File: config.mk
export PLATFORM = sky130hd
export DESIGN_NAME = uart_tx_fifo
export DESIGN_NICKNAME = d
export VERILOG_FILES = /design/src/rtl/uart_tx_fifo_pkg.sv /design/src/rtl/uart_tx_fifo_byte_fifo.sv /design/src/rtl/uart_tx_fifo.sv
export SDC_FILE = /design/constraint.sdc
export NUM_CORES = 1
export LEC_CHECK = 0
export ABC_AREA = 1
export BUFFER_PORTS_ARGS = -buffer_cell sky130_fd_sc_hd__buf_2
export CAP_MARGIN = 20
export CORE_AREA = 4 4 117 119
export CTS_CLUSTER_SIZE = 28
export DETAILED_ROUTE_END_ITERATION = 12
export DIE_AREA = 0 0 121 123
export HOLD_SLACK_MARGIN = 0.02
export SLEW_MARGIN = 25
export SYNTH_ARGS = -nofsm -noshare
export SYNTH_HDL_FRONTEND = slang
export SYNTH_SLANG_ARGS = --single-unit
File: constraint.sdc
create_clock -name clk -period 2.05 [get_ports clk]
set_input_delay 0.1025 -clock clk [delete_from_list [all_inputs] [get_ports clk]]
set_output_delay 0.1025 -clock clk [all_outputs]
set_load 0.02 [all_outputs]
File: src/rtl/uart_tx_fifo_pkg.sv
// Shared peripheral definitions for the UART transmit FIFO: default depth
// and the issue-FSM state encoding.
package uart_tx_fifo_pkg;

  localparam int unsigned DEFAULT_DEPTH = 8;

  typedef enum logic [1:0] {
    ST_IDLE  = 2'd0,
    ST_GUARD = 2'd1,
    ST_DRAIN = 2'd2
  } issue_state_e;

endpackage : uart_tx_fifo_pkg

File: src/rtl/uart_tx_fifo_byte_fifo.sv
// Circular byte buffer with wrapping read/write pointers, occupancy counter
// and a sticky overflow flag for writes dropped while full.
module tx_byte_fifo
  import uart_tx_fifo_pkg::*;
#(
  parameter int unsigned DEPTH = DEFAULT_DEPTH
) (
  input  logic                     clk,
  input  logic                     rstn,
  input  logic                     wr_en,
  input  logic [7:0]               wr_data,
  input  logic                     pop,
  input  logic                     flush,
  output logic [7:0]               head,
  output logic                     full,
  output logic                     empty,
  output logic [$clog2(DEPTH):0]   level,
  output logic                     overflow
);

  localparam int unsigned AW = $clog2(DEPTH);
  localparam logic [AW:0] FULL_COUNT = (AW + 1)'(DEPTH);

  logic [7:0]    mem [DEPTH];
  logic [AW-1:0] wr_ptr;
  logic [AW-1:0] rd_ptr;
  logic [AW:0]   count;
  logic          push;
  logic          do_pop;

  // Flush outranks both queue operations; a write seen while full is dropped
  // even if a pop frees a slot on the same edge.
  assign push   = wr_en && !full && !flush;
  assign do_pop = pop && !empty && !flush;

  assign full  = (count == FULL_COUNT);
  assign empty = (count == '0);
  assign level = count;
  assign head  = mem[rd_ptr];

  // NOTE: the data array has no reset; stale bytes are unreachable because
  // the pointers and count are cleared, and leaving it out keeps plain flops.
  always_ff @(posedge clk) begin
    if (rstn && push) begin
      mem[wr_ptr] <= wr_data;
    end
  end

  // NOTE: sequential state uses non-blocking assignments so every flop
  // samples pre-edge values regardless of statement order.
  always_ff @(posedge clk) begin
    if (!rstn) begin
      wr_ptr   <= '0;
      rd_ptr   <= '0;
      count    <= '0;
      overflow <= 1'b0;
    end else if (flush) begin
      wr_ptr   <= '0;
      rd_ptr   <= '0;
      count    <= '0;
      overflow <= 1'b0;
    end else begin
      if (push) begin
        wr_ptr <= wr_ptr + AW'(1);
      end
      if (do_pop) begin
        rd_ptr <= rd_ptr + AW'(1);
      end
      unique case ({push, do_pop})
        2'b10:   count <= count + 1'b1;
        2'b01:   count <= count - 1'b1;
        default: count <= count;
      endcase
      if (wr_en && full) begin
        overflow <= 1'b1;
      end
    end
  end

endmodule : tx_byte_fifo

File: src/rtl/uart_tx_fifo.sv
// UART transmit FIFO: byte queue feeding a downstream transmitter through a
// three-state issue FSM (IDLE -> GUARD -> DRAIN) with a registered strobe/byte.
module uart_tx_fifo
  import uart_tx_fifo_pkg::*;
#(
  parameter int unsigned DEPTH = DEFAULT_DEPTH
) (
  input  logic                     clk,
  input  logic                     rstn,
  input  logic                     wr_en,
  input  logic [7:0]               wr_data,
  input  logic                     flush,
  input  logic                     tx_busy,
  output logic                     tx_en,
  output logic [7:0]               tx_data,
  output logic                     full,
  output logic                     empty,
  output logic [$clog2(DEPTH):0]   level,
  output logic                     overflow
);

  issue_state_e state;
  issue_state_e next_state;
  logic [7:0]   head;
  logic         pop;

  tx_byte_fifo #(
    .DEPTH (DEPTH)
  ) u_fifo (
    .clk      (clk),
    .rstn     (rstn),
    .wr_en    (wr_en),
    .wr_data  (wr_data),
    .pop      (pop),
    .flush    (flush),
    .head     (head),
    .full     (full),
    .empty    (empty),
    .level    (level),
    .overflow (overflow)
  );

  // Issue decision is taken in IDLE; strobe and byte are registered together
  // so the transmitter sees them aligned in the cycle after the pop.
  assign pop = (state == ST_IDLE) && !empty && !tx_busy && !flush;

  // NOTE: next_state gets a default before the case so no path infers a latch.
  always_comb begin
    next_state = state;
    unique case (state)
      ST_IDLE:  if (pop) next_state = ST_GUARD;
      ST_GUARD: next_state = ST_DRAIN;
      ST_DRAIN: if (!tx_busy) next_state = ST_IDLE;
      default:  next_state = ST_IDLE;
    endcase
  end

  always_ff @(posedge clk) begin
    if (!rstn) begin
      state   <= ST_IDLE;
      tx_en   <= 1'b0;
      tx_data <= 8'h00;
    end else begin
      state <= next_state;
      tx_en <= pop;
      if (pop) begin
        tx_data <= head;
      end
    end
  end

endmodule : uart_tx_fifo

==> results of run 1 <==
## worst max-delay path: cells and delay by family, from the launching register on
| family | cells | cell delay, ns |
|---|---|---|
| AOI/OAI and AO/OA | 1 | 0.11 |
| adders and majority gates | 2 | 0.41 |
| buffers and inverters | 1 | 0.08 |
| DFF | 1 | 0.38 |
| and+or+nand+nor | 9 | 0.88 |
## flip-flops by register name, indices dropped and copies added (netlist names)
signal,cells
state,2
tx_data,8
tx_en,1
u_fifo.level,4
u_fifo.mem,64
u_fifo.overflow,1
u_fifo.rd_ptr,3
u_fifo.wr_ptr,3
## how the worst max path moves through the flow
stage | end | start | cells past startpoint | slack [ns]
finish | u_fifo.level[3] | u_fifo.level[0] | 13 | 0.14
floorplan | u_fifo.level[3] | u_fifo.level[2] | 13 | 0.05
detailed placement | u_fifo.level[2] | u_fifo.level[1] | 11 | 0.03
global placement | u_fifo.level[3] | u_fifo.level[1] | 13 | 0.16
CTS | u_fifo.level[2] | u_fifo.level[1] | 11 | 0.01
global route | u_fifo.level[2] | u_fifo.level[0] | 11 | 0.006
## per-stage QoR
step	cells	total power [mW]	utilization, %
3_3_place_gp	587	2.102	33.18
3_5_place_dp	587	2.108	33.18
4_1_cts	603	3.575	35.37
6_report	604	3.537	35.43
2_1_floorplan	385	2.043	-
5_1_grt	604	3.687	35.43
## cell type report
cell class	instances	area [um^2]	share of cell area [%]
clock buffers	10	229.0	5.142
clock inverters	6	46.29	1.040
inverters	67	251.5	5.648
multi-input cells	218	1076	24.16
flip-flops and latches	86	2367	53.16
well taps	172	215.2	4.833
repair buffers	45	267.8	6.013
## cell usage after synthesis, types with 5 or more instances
cell,instances
buf_2,7
dfxtp_1,22
nand3_1,52
ha_1,5
o21ai_0,6
inv_1,64
nand2_1,108
a21oi_1,18
nor2_1,15
edfxtp_1,64
## routing by layer
metal / vias up / global-route usage [%] / share of wire, %
met2: 76 / 17.92 / 48
met1: 1180 / 14.24 / 43
met4: 2 / 3.329 / 1.1
met5: - / 0 / 0.20
met3: 10 / 4.758 / 7.7
li1: 1321 / - / -
## report_power, final
part | internal, mW | leakage [nW] | switching (mW)
Combinational | 0.0619 | 1.00 | 0.114
Clock | 0.826 | 0.129 | 0.641
Sequential | 1.88 | 0.756 | 0.0106
## logic make-up (layout without fill, tap and decap cells)
| family | count (synthesis) | in the layout |
|---|---|---|
| simple gates | 183 | 183 |
| flops | 86 | 86 |
| buf+inv | 81 | 128 |
| compound gates | 26 | 26 |
| fa+ha+maj | 6 | 6 |
| xor+xnor | 3 | 3 |
## repair_timing
| action | CTS | global route |
|---|---|---|
| buffers inserted | 0 | 1 |
| gates resized for setup | 0 | 2 |
| hold buffers | 0 | 0 |
| endpoints found under the setup margin | 0 | 2 |
==> run metrics, run 1 <==
die span in x=121 um; TritonCTS clock tree=yes; core footprint=0.01257 mm^2; Die Span Y=about 120 um; vias post-DR=2589; Post-Layout Inst Area=0.004453 mm^2; hold_ws=0.03794 ns; maxcap violations=0; initial detailed-routing violation count=214; fmax=0.5232 GHz; Worst Setup Slack, final=0.1387 ns; drt wl/cell=12.94 um; largest net degree at the start of global routing=35; Syn. warnings=0; clk sinks=86; crit-path cells=nor2_4 > nand3_2 > nand2_2 > nor2_1 > inv_2 > ha_4 > ha_4 > or2_2 > nand2_1 > nand2_1 > nand2_1 > nand2_1 > a21oi_1; number of flops mapped to enable cells by yosys=64; period utilization=slightly above 90%; Clock Skew=0.007888 ns; #FFs+latches synth=86; final wirelength=7.818 mm; GRT overflow=0; power per cell area=between 700 and 800 mW/mm^2; ANT cells=0; WP data required=approximately 2.3 ns; TNS Setup=0 ns; placed instance area=0.004170 mm^2; DRT Pass-1 Iters=4; Hold Fails Final Rpt=0; Hold EP=u_fifo.overflow; number of routed nets with antenna violations=0; top cells by area, synth=edfxtp_1 (51%), dfxtp_1 (12%), nand2_1 (11%); number of global-route vias before repair=2550; clk_lat worst skew=between 0.3 and 0.4 ns; register area share after synthesis=63.08%; Critical Path Start Type=register; share of layout cells above drive strength 1=17.82%; Peak VDD IR=0.3783 mV; Least-Margin Pin Slew=0.6021 ns; slowest CP cell=dfxtp_2; Hold WC Path Type=input port to register; synth unique cells=25; commonest non-fill, non-tap cell in the layout=nand2_1; Die ar.=0.01488 mm^2; Max Root-Sink Buffers=2; XOR/XNOR share of the synthesized area=0.7016%; r2r endpoint=u_fifo.level[3]; Initial Utilization=29.80%; fin. max-slew vios=0; Yosys top cell by area=edfxtp_1; Fill cells=between 1000 and 1500; crit path time final=1.911 ns; largest family of logic cells by synthesized area=simple AND/OR/NAND/NOR gates; post-synthesis mux area share=0%; Top Ports=29; Compound-Gate Fraction of Synth Area=3.909%; commonest non-fill, non-tap cells in the layout=nand2_1 (108), edfxtp_1 (64), inv_1 (62); IO buf count=28; Worst R2R Path Depth=13; net total in the final layout=446; Leak=1.885 nW; Mapped Area=0.003745 mm^2; final setup vio count=0; gr usage total=11.33%; synthesized instance count=385; DRC=0; Worst Path Class, Setup=register to register; initial antenna violation count=1; HPWL Detailed=5.284 mm; simple-gate share of the synthesized area=20.85%; Root Driver=clkbuf_16; post-synth top area share=51.32%; RSZ-0062 raised after global routing=no; status=finished clean; Syn Area/Cell=9.727 um^2; Critical Path End Type=register; Reg clk slew, reported paths=about 0.060 ns; Worst Hold Depth=3; Worst slew margin=roughly three fifths; Row Count=41; CTS Buf Count=9; r2r setup slk=0.14 ns; Min-Delay Startpoint=wr_en; CP peak stage delay=0.38 ns; CP most frequent cell=nand2_1; RD Place Congestion=0.7846; RR Startpoint=u_fifo.level[0]; Vias/cell=4.286; Synth-to-Final Area Change=18.91%; Post-Synth Adder-Cell Area=2.205%; Crit Path Max Fanout=4; global-route wire length before repair=12.72 mm; pre-CTS WS=0.02841 ns; Syn Nets=roughly 400; Async SR Flop Fraction=0%; worst path arrival time=about 2.2 ns; Most used DFF post-synth=edfxtp_1; H-Tree Depth=3
Note: power is estimated with default switching activity, not from simulation.
==> run 2, diff against run 1 <==
--- a/config.mk
+++ b/config.mk
@@ -5,13 +5,13 @@
 export SDC_FILE = /design/constraint.sdc
 export NUM_CORES = 1
 export LEC_CHECK = 0
-export ABC_AREA = 1
+export ABC_AREA = 0
 export BUFFER_PORTS_ARGS = -buffer_cell sky130_fd_sc_hd__buf_2
 export CAP_MARGIN = 20
-export CORE_AREA = 4 4 117 119
+export CORE_AREA = 4 4 112 114
 export CTS_CLUSTER_SIZE = 28
 export DETAILED_ROUTE_END_ITERATION = 12
-export DIE_AREA = 0 0 121 123
+export DIE_AREA = 0 0 116 118
 export HOLD_SLACK_MARGIN = 0.02
 export SLEW_MARGIN = 25
 export SYNTH_ARGS = -nofsm -noshare
==> run 2 against run 1 <==
  * The run now ends with negative setup slack left
  * Total power grew 1.3%
  * Global-route usage is 0.88 points lower
  * Hold slack improved by 0.0050 ns
  * Final cell count down 31%
  * Clock skew down 0.0020 ns
  * Clock power increased by 7%
  * Routed wire length shrank 14%
  * Via count decreased by 25%
==> run metrics, run 2 <==
Layout Utilization=37.18% (+1.7 points); GRT overflow=0 (unchanged); Initial Utilization=29.76% (-0.035 points); CTS Buf Count=9 (unchanged); IO buf count=28 (unchanged); count leader, synth=edfxtp_1; core footprint=0.01142 mm^2 (-9.1%); Reg with most FFs=u_fifo.mem; RD Place Congestion=0.7432 (-5.3%); Critical Path End Type=register; clk_lat worst skew=0.33 ns (about the same); DRC=0 (unchanged); Worst Path Class, Setup=register to register; initial detailed-routing violation count=79 (-63%); largest family of logic cells by synthesized area=multiplexers; placed instance area=0.003887 mm^2 (-6.8%); TritonCTS clock tree=yes; Compound-Gate Fraction of Synth Area=4.050% (+0.14 points); top cells by area, synth=edfxtp_1 (57%), dfxtp_1 (13%), mux4_2 (11%); Hold WC Path Type=input port to register; largest net degree at the start of global routing=19 (-46%); RR Startpoint=u_fifo.level[3]; Row Count=39 (-4.9%); net total in the final layout=287 (-36%); Vias/cell=4.651 (+8.5%); synthesized instance count=215 (-44%); final setup vio count=2 (+2); Hold Buf Count CTS=0 (unchanged); post-synth top area share=56.55% (+5.2 points); Post-synth top cells=edfxtp_1 (64), dfxtp_1 (22), nor2_1 (19); CP top delay family=simple AND/OR/NAND/NOR gates; HPWL Detailed=4.193 mm (-21%); number of flops mapped to enable cells by yosys=64 (unchanged); Async SR Flop Fraction=0% (unchanged); Reg clk slew, reported paths=0.06 ns (about the same); status=finished, violations left; drt wl/cell=16.20 um (+25%); Worst Setup Slack, final=-0.01840 ns (-0.1571 ns); number of routed nets with antenna violations=0 (unchanged); CP peak stage delay=0.53 ns (+0.15 ns); fmax=0.4835 GHz (-7.6%); Syn Nets=234 (-42%); Most used DFF post-synth=edfxtp_1; Least-Margin Pin Slew=0.4024 ns (-0.1996 ns); number of flip-flops under the largest register name=64 (unchanged); Setup crit start=u_fifo.level[3]; crit path time final=2.068 ns (+0.1571 ns); Syn. warnings=0 (unchanged); DRT Pass-1 Iters=4 (unchanged); final wirelength=6.739 mm (-14%); Die ar.=0.01369 mm^2 (-8.0%); Peak VDD IR=0.4479 mV (+18%); Synth-to-Final Area Change=24.93%; worst path arrival time=2.28 ns (+0.10 ns); crit-path cells=or4_4 > and2_4 > ha_4 > ha_4 > nand3_2 > and4b_1 > o21ai_1 > o31ai_1; Clock Skew=0.005895 ns (-0.001993 ns); maxcap violations=0 (unchanged); slowest CP cell=or4_4; WP data required=2.26 ns (-0.06 ns); post-synthesis mux area share=11.19% (+11 points); synth unique cells=38 (+52%); die span in x=116 um (-4.1%); Critical Path Start Type=register; Hold Fails Final Rpt=0 (unchanged); WP buf/inv=0 (-1); final cell count without fillers=416 (-31%); Top Ports=29 (unchanged); power per cell area=843.7 mW/mm^2 (+6.2%); Die Span Y=118 um (-4.1%); register area share after synthesis=69.51% (+6.4 points); CP most frequent cell=ha_4; Worst slew margin=72.92% (+13 points); period utilization=100.9% (+7.7 points); Mapped Area=0.003398 mm^2 (-9.3%); H-Tree Depth=3 (unchanged); Yosys top cell by area=edfxtp_1; commonest non-fill, non-tap cell in the layout=edfxtp_1; Max Root-Sink Buffers=2 (unchanged); ANT cells=0 (unchanged); Min-Delay Startpoint=wr_data[1]; initial antenna violation count=1 (unchanged); RSZ-0062 raised after global routing=yes; global-route wire length before repair=10.61 mm (-17%); vias post-DR=1935 (-25%); failing checks=negative setup slack; Syn Area/Cell=15.81 um^2 (+62%); placed cells=396 (-33%); share of layout cells above drive strength 1=37.73% (+20 points); XOR/XNOR share of the synthesized area=1.767% (+1.1 points); #FFs+latches synth=86 (unchanged); Post-Layout Inst Area=0.004245 mm^2 (-4.7%); gr usage total=10.45% (-0.88 points); Leak=1.474 nW (-22%); commonest non-fill, non-tap cells in the layout=edfxtp_1 (64), buf_2 (28), buf_4 (22); Crit Path Max Fanout=4 (unchanged); Root Driver=clkbuf_16; Post-Synth Adder-Cell Area=2.430% (+0.22 points); fin. max-slew vios=0 (unchanged); number of global-route vias before repair=1912 (-25%); simple-gate share of the synthesized area=8.358% (-12 points); clk sinks=86 (unchanged)
run 2: per-layer routing:
| layer | GRT usage [%] | share of wire, % | up-vias |
|---|---|---|---|
| met4 | 3.916 | 1.5 | 2 |
| met5 | 0 | 0.18 | - |
| li1 | - | - | 920 |
| met1 | 13.54 | 45 | 981 |
| met3 | 2.571 | 2.9 | 8 |
| met2 | 16.80 | 51 | 24 |
run 2: repair_timing:
action                     4_1_cts  5_1_grt
resized for setup                8        1
setup endpoints to repair        3        3
setup buffers                    4        0
pin swaps                        5        2
gates cloned                     0        0
run 2: per-stage QoR:
step | TNS (ns) | power [mW] | setup WS (ns) | hold WS, ns
final | -0.02091 | 3.582 | -0.01840 | 0.04298
after global routing | -0.2719 | 3.721 | -0.1276 | 0.04696
after CTS | -0.06935 | 3.620 | -0.04399 | 0.03178
after detailed placement | -0.08748 | 2.038 | -0.07000 | 0.3797
after global placement | -0.04719 | 2.034 | -0.04191 | 0.3739
after floorplan | -0.6144 | 1.981 | -0.2842 | 0.2014
run 2: kinds of logic after synthesis:
logic type      after synthesis
flops                        86
simple gates                 58
compound gates               24
mux                          18
buf+inv                      17
xor+xnor                      6
fa+ha+maj                     6
run 2: report_power, final:
part           internal [mW]  leakage (nW)  switching, mW
clock                  0.940         0.134          0.637
sequential              1.88         0.757        0.00561
combinational         0.0516         0.583         0.0704
run 2: worst register-to-register path: cells and delay by family, from the launching register on:
family | cells | cell delay (ns)
adder cells (fa/ha/maj) | 2 | 0.46
flip-flops | 1 | 0.34
AO/OA/AOI/OAI | 2 | 0.18
AND/OR/NAND/NOR | 4 | 0.96
run 2: final timing paths:
kind	endpoint	slack, ns	depth (start not counted)
hold / removal	u_fifo.mem[1][1]	0.04	1
setup reg to reg	u_fifo.level[3]	-0.02	8
hold reg to reg	u_fifo.overflow	0.47	2
setup / recovery	u_fifo.level[3]	-0.02	8
run 2: cell type report:
| class | count | area, um^2 |
|---|---|---|
| sequential | 86 | 2375 |
| tap | 143 | 178.9 |
| inverter | 7 | 26.28 |
| clock buffer | 10 | 229.0 |
| timing repair buffer | 52 | 336.6 |
| multi-input combinational | 112 | 1039 |
| clock inverter | 6 | 61.31 |
| fill | 1100 | 7173 |
==> run 3, diff against run 2 <==
--- a/config.mk
+++ b/config.mk
@@ -7,13 +7,11 @@
 export LEC_CHECK = 0
 export ABC_AREA = 0
 export BUFFER_PORTS_ARGS = -buffer_cell sky130_fd_sc_hd__buf_2
-export CAP_MARGIN = 20
 export CORE_AREA = 4 4 112 114
 export CTS_CLUSTER_SIZE = 28
 export DETAILED_ROUTE_END_ITERATION = 12
 export DIE_AREA = 0 0 116 118
 export HOLD_SLACK_MARGIN = 0.02
-export SLEW_MARGIN = 25
 export SYNTH_ARGS = -nofsm -noshare
 export SYNTH_HDL_FRONTEND = slang
 export SYNTH_SLANG_ARGS = --single-unit
==> constraint.sdc (replaced) <==
create_clock -name clk -period 1.78 [get_ports clk]
set_input_delay 0.089 -clock clk [delete_from_list [all_inputs] [get_ports clk]]
set_output_delay 0.089 -clock clk [all_outputs]
set_load 0.02 [all_outputs]
==> run 3 against run 2 <==
  * Via count grew 2.4%
  * Maximum frequency shrank 2.5%
  * The run still ends with negative setup slack left
  * Sequential power grew 15%
  * Hold slack lost 0.011 ns
  * Clock-buffer cell count shrank 1
  * Die area is the same
  * Critical path depth is the same
==> run metrics, run 3 (synthesized netlist as in run 2, its figures left out) <==
vias post-DR=1982 (+2.4%); largest net degree at the start of global routing=19 (unchanged); HPWL Detailed=4.782 mm (+14%); net total in the final layout=302 (+5.2%); Worst Setup Slack, final=-0.3421 ns (-0.3237 ns); Reg with most FFs=u_fifo.mem; Hold WC Path Type=input port to register; Root Driver=clkbuf_16; Post-Layout Inst Area=0.004541 mm^2 (+7.0%); r2r endpoint=u_fifo.level[3]; maxcap violations=0 (unchanged); fin. max-slew vios=0 (unchanged); H-Tree Depth=3 (unchanged); Row Count=39 (unchanged); DRC=0 (unchanged); crit path to=u_fifo.level[3]; Setup crit start=u_fifo.level[3]; commonest non-fill, non-tap cell in the layout=edfxtp_1; worst path arrival time=2.34 ns (+0.06 ns); Die Span Y=118 um (unchanged); DRT Pass-1 Iters=4 (unchanged); die span in x=116 um (unchanged); crit path time final=2.122 ns (+0.05366 ns); placed cells=410 (+3.5%); Fill cells=1072 (-2.5%); global-route wire length before repair=11.95 mm (+13%); drt wl/cell=17.00 um (+5.0%); final cell count without fillers=431 (+3.6%); Critical Path End Type=register; final wirelength=7.328 mm (+8.7%); initial antenna violation count=0 (-1); WP data required=1.99 ns (-0.27 ns); power per cell area=941.2 mW/mm^2 (+12%); Critical Path Start Type=register; CTS Buf Count=9 (unchanged); period utilization=119.2% (+18 points); GRT overflow=0 (unchanged); pre-CTS WS=-0.3457 ns (-0.2757 ns); Synth-to-Final Area Change=33.62%; IO buf count=28 (unchanged); Pwr Total=4.274 mW (+19%); clk_lat worst skew=0.33 ns (about the same); CP peak stage delay=0.53 ns (about the same); core footprint=0.01142 mm^2 (unchanged); RR Startpoint=u_fifo.level[3]; CP most frequent cell=ha_4; number of global-route vias before repair=2167 (+13%); Initial Utilization=29.76% (unchanged); status=finished, violations left; initial detailed-routing violation count=134 (+70%); commonest non-fill, non-tap cells in the layout=edfxtp_1 (64), buf_2 (28), buf_4 (23); RD Place Congestion=0.7724 (+3.9%); Crit Path Max Fanout=4 (unchanged); Least-Margin Pin Slew=0.3785 ns (-0.02393 ns); Hold Fails Final Rpt=0 (unchanged); Top Ports=29 (unchanged); Worst Path Class, Setup=register to register; share of layout cells above drive strength 1=43.75% (+6.0 points); Leak=1.588 nW (+7.7%); Worst Hold Depth=1 (unchanged); slowest CP cell=or4_4; clk sinks=86 (unchanged); ANT cells=0 (unchanged); Layout Utilization=39.77% (+2.6 points); crit-path cells=or4_4 > and2_4 > ha_4 > ha_4 > nand3_2 > and4b_1 > o21ai_1 > o31ai_1; Max Root-Sink Buffers=2 (unchanged); Worst R2R Path Depth=8 (unchanged); TritonCTS clock tree=yes; gr usage total=11.37% (+0.92 points); Die ar.=0.01369 mm^2 (unchanged); final setup vio count=35 (+33); RSZ-0062 raised after global routing=yes; fmax=0.4712 GHz (-2.5%); Worst slew margin=74.73% (+1.8 points); Reg clk slew, reported paths=0.07 ns (about the same); failing checks=negative setup slack; number of routed nets with antenna violations=0 (unchanged); Vias/cell=4.599 (-1.1%); Peak VDD IR=0.6858 mV (+53%); placed instance area=0.004115 mm^2 (+5.9%); Clock Skew=0.008547 ns (+0.002652 ns); r2r setup slk=-0.34 ns (-0.32 ns); number of flip-flops under the largest register name=64 (unchanged)
[run 3: changes by cell type in the layout (fill, tap and decap cells not counted), moves of 3 or more]
| cell | change |
|---|---|
| nor2_4 | +6 |
| buf_12 | +7 |
| buf_6 | +7 |
| nor2_1 | -5 |
| inv_6 | +3 |
[run 3: critical path: cells and delay by family, from the launching register on]
kind | cells | cell delay (ns)
compound gates | 2 | 0.20
fa+ha+maj | 2 | 0.47
flops | 1 | 0.35
simple gates | 4 | 0.98
[run 3: power by group]
| part | internal (mW) | switching (mW) | total (mW) |
|---|---|---|---|
| registers | 2.16 | 0.00723 | 2.17 |
| clock network | 1.12 | 0.818 | 1.93 |
| logic | 0.0788 | 0.0923 | 0.171 |
| total | 3.36 | 0.917 | 4.27 |
[run 3: area by class of cell]
| type | count | area (um^2) | share of cell area (%) |
|---|---|---|---|
| clock buffers | 9 | 225.2 | 4.960 |
| clock inverters | 7 | 83.83 | 1.846 |
| inverters | 7 | 26.28 | 0.5787 |
| multi-input cells | 112 | 1089 | 23.97 |
| flip-flops and latches | 86 | 2375 | 52.30 |
| well taps | 143 | 178.9 | 3.940 |
| repair buffers | 67 | 563.0 | 12.40 |
[run 3: worst min-delay path by stage]
stage	from	end
floorplan	wr_data[0]	u_fifo.mem[0][0]
global placement	wr_data[0]	u_fifo.mem[2][0]
detailed placement	wr_data[6]	u_fifo.mem[3][6]
CTS	wr_data[6]	u_fifo.mem[3][6]
global route	wr_data[6]	u_fifo.mem[3][6]
finish	wr_data[6]	u_fifo.mem[3][6]
[run 3: repair_timing]
item	in CTS	in global routing
pin swaps	6	6
endpoints found under the setup margin	67	65
setup buffers	5	0
hold buffers	0	0
cloned	0	0
resized for setup	11	5
[run 3: metal layers]
metal	track usage [%]	wire, um	part of all wire [%]
met4	3.263	50	0.68
met2	19.24	3798	52
met5	0	0	0
met3	2.519	312	4.3
met1	14.48	3167	43
[run 3: through the flow]
step / TNS (ns) / hold WS, ns
global route: -4.005 / 0.03725
CTS: -2.554 / 0.02729
finish: -1.888 / 0.03185
detailed placement: -12.08 / 0.3745
global placement: -10.39 / 0.3594
floorplan: -3.656 / 0.1879
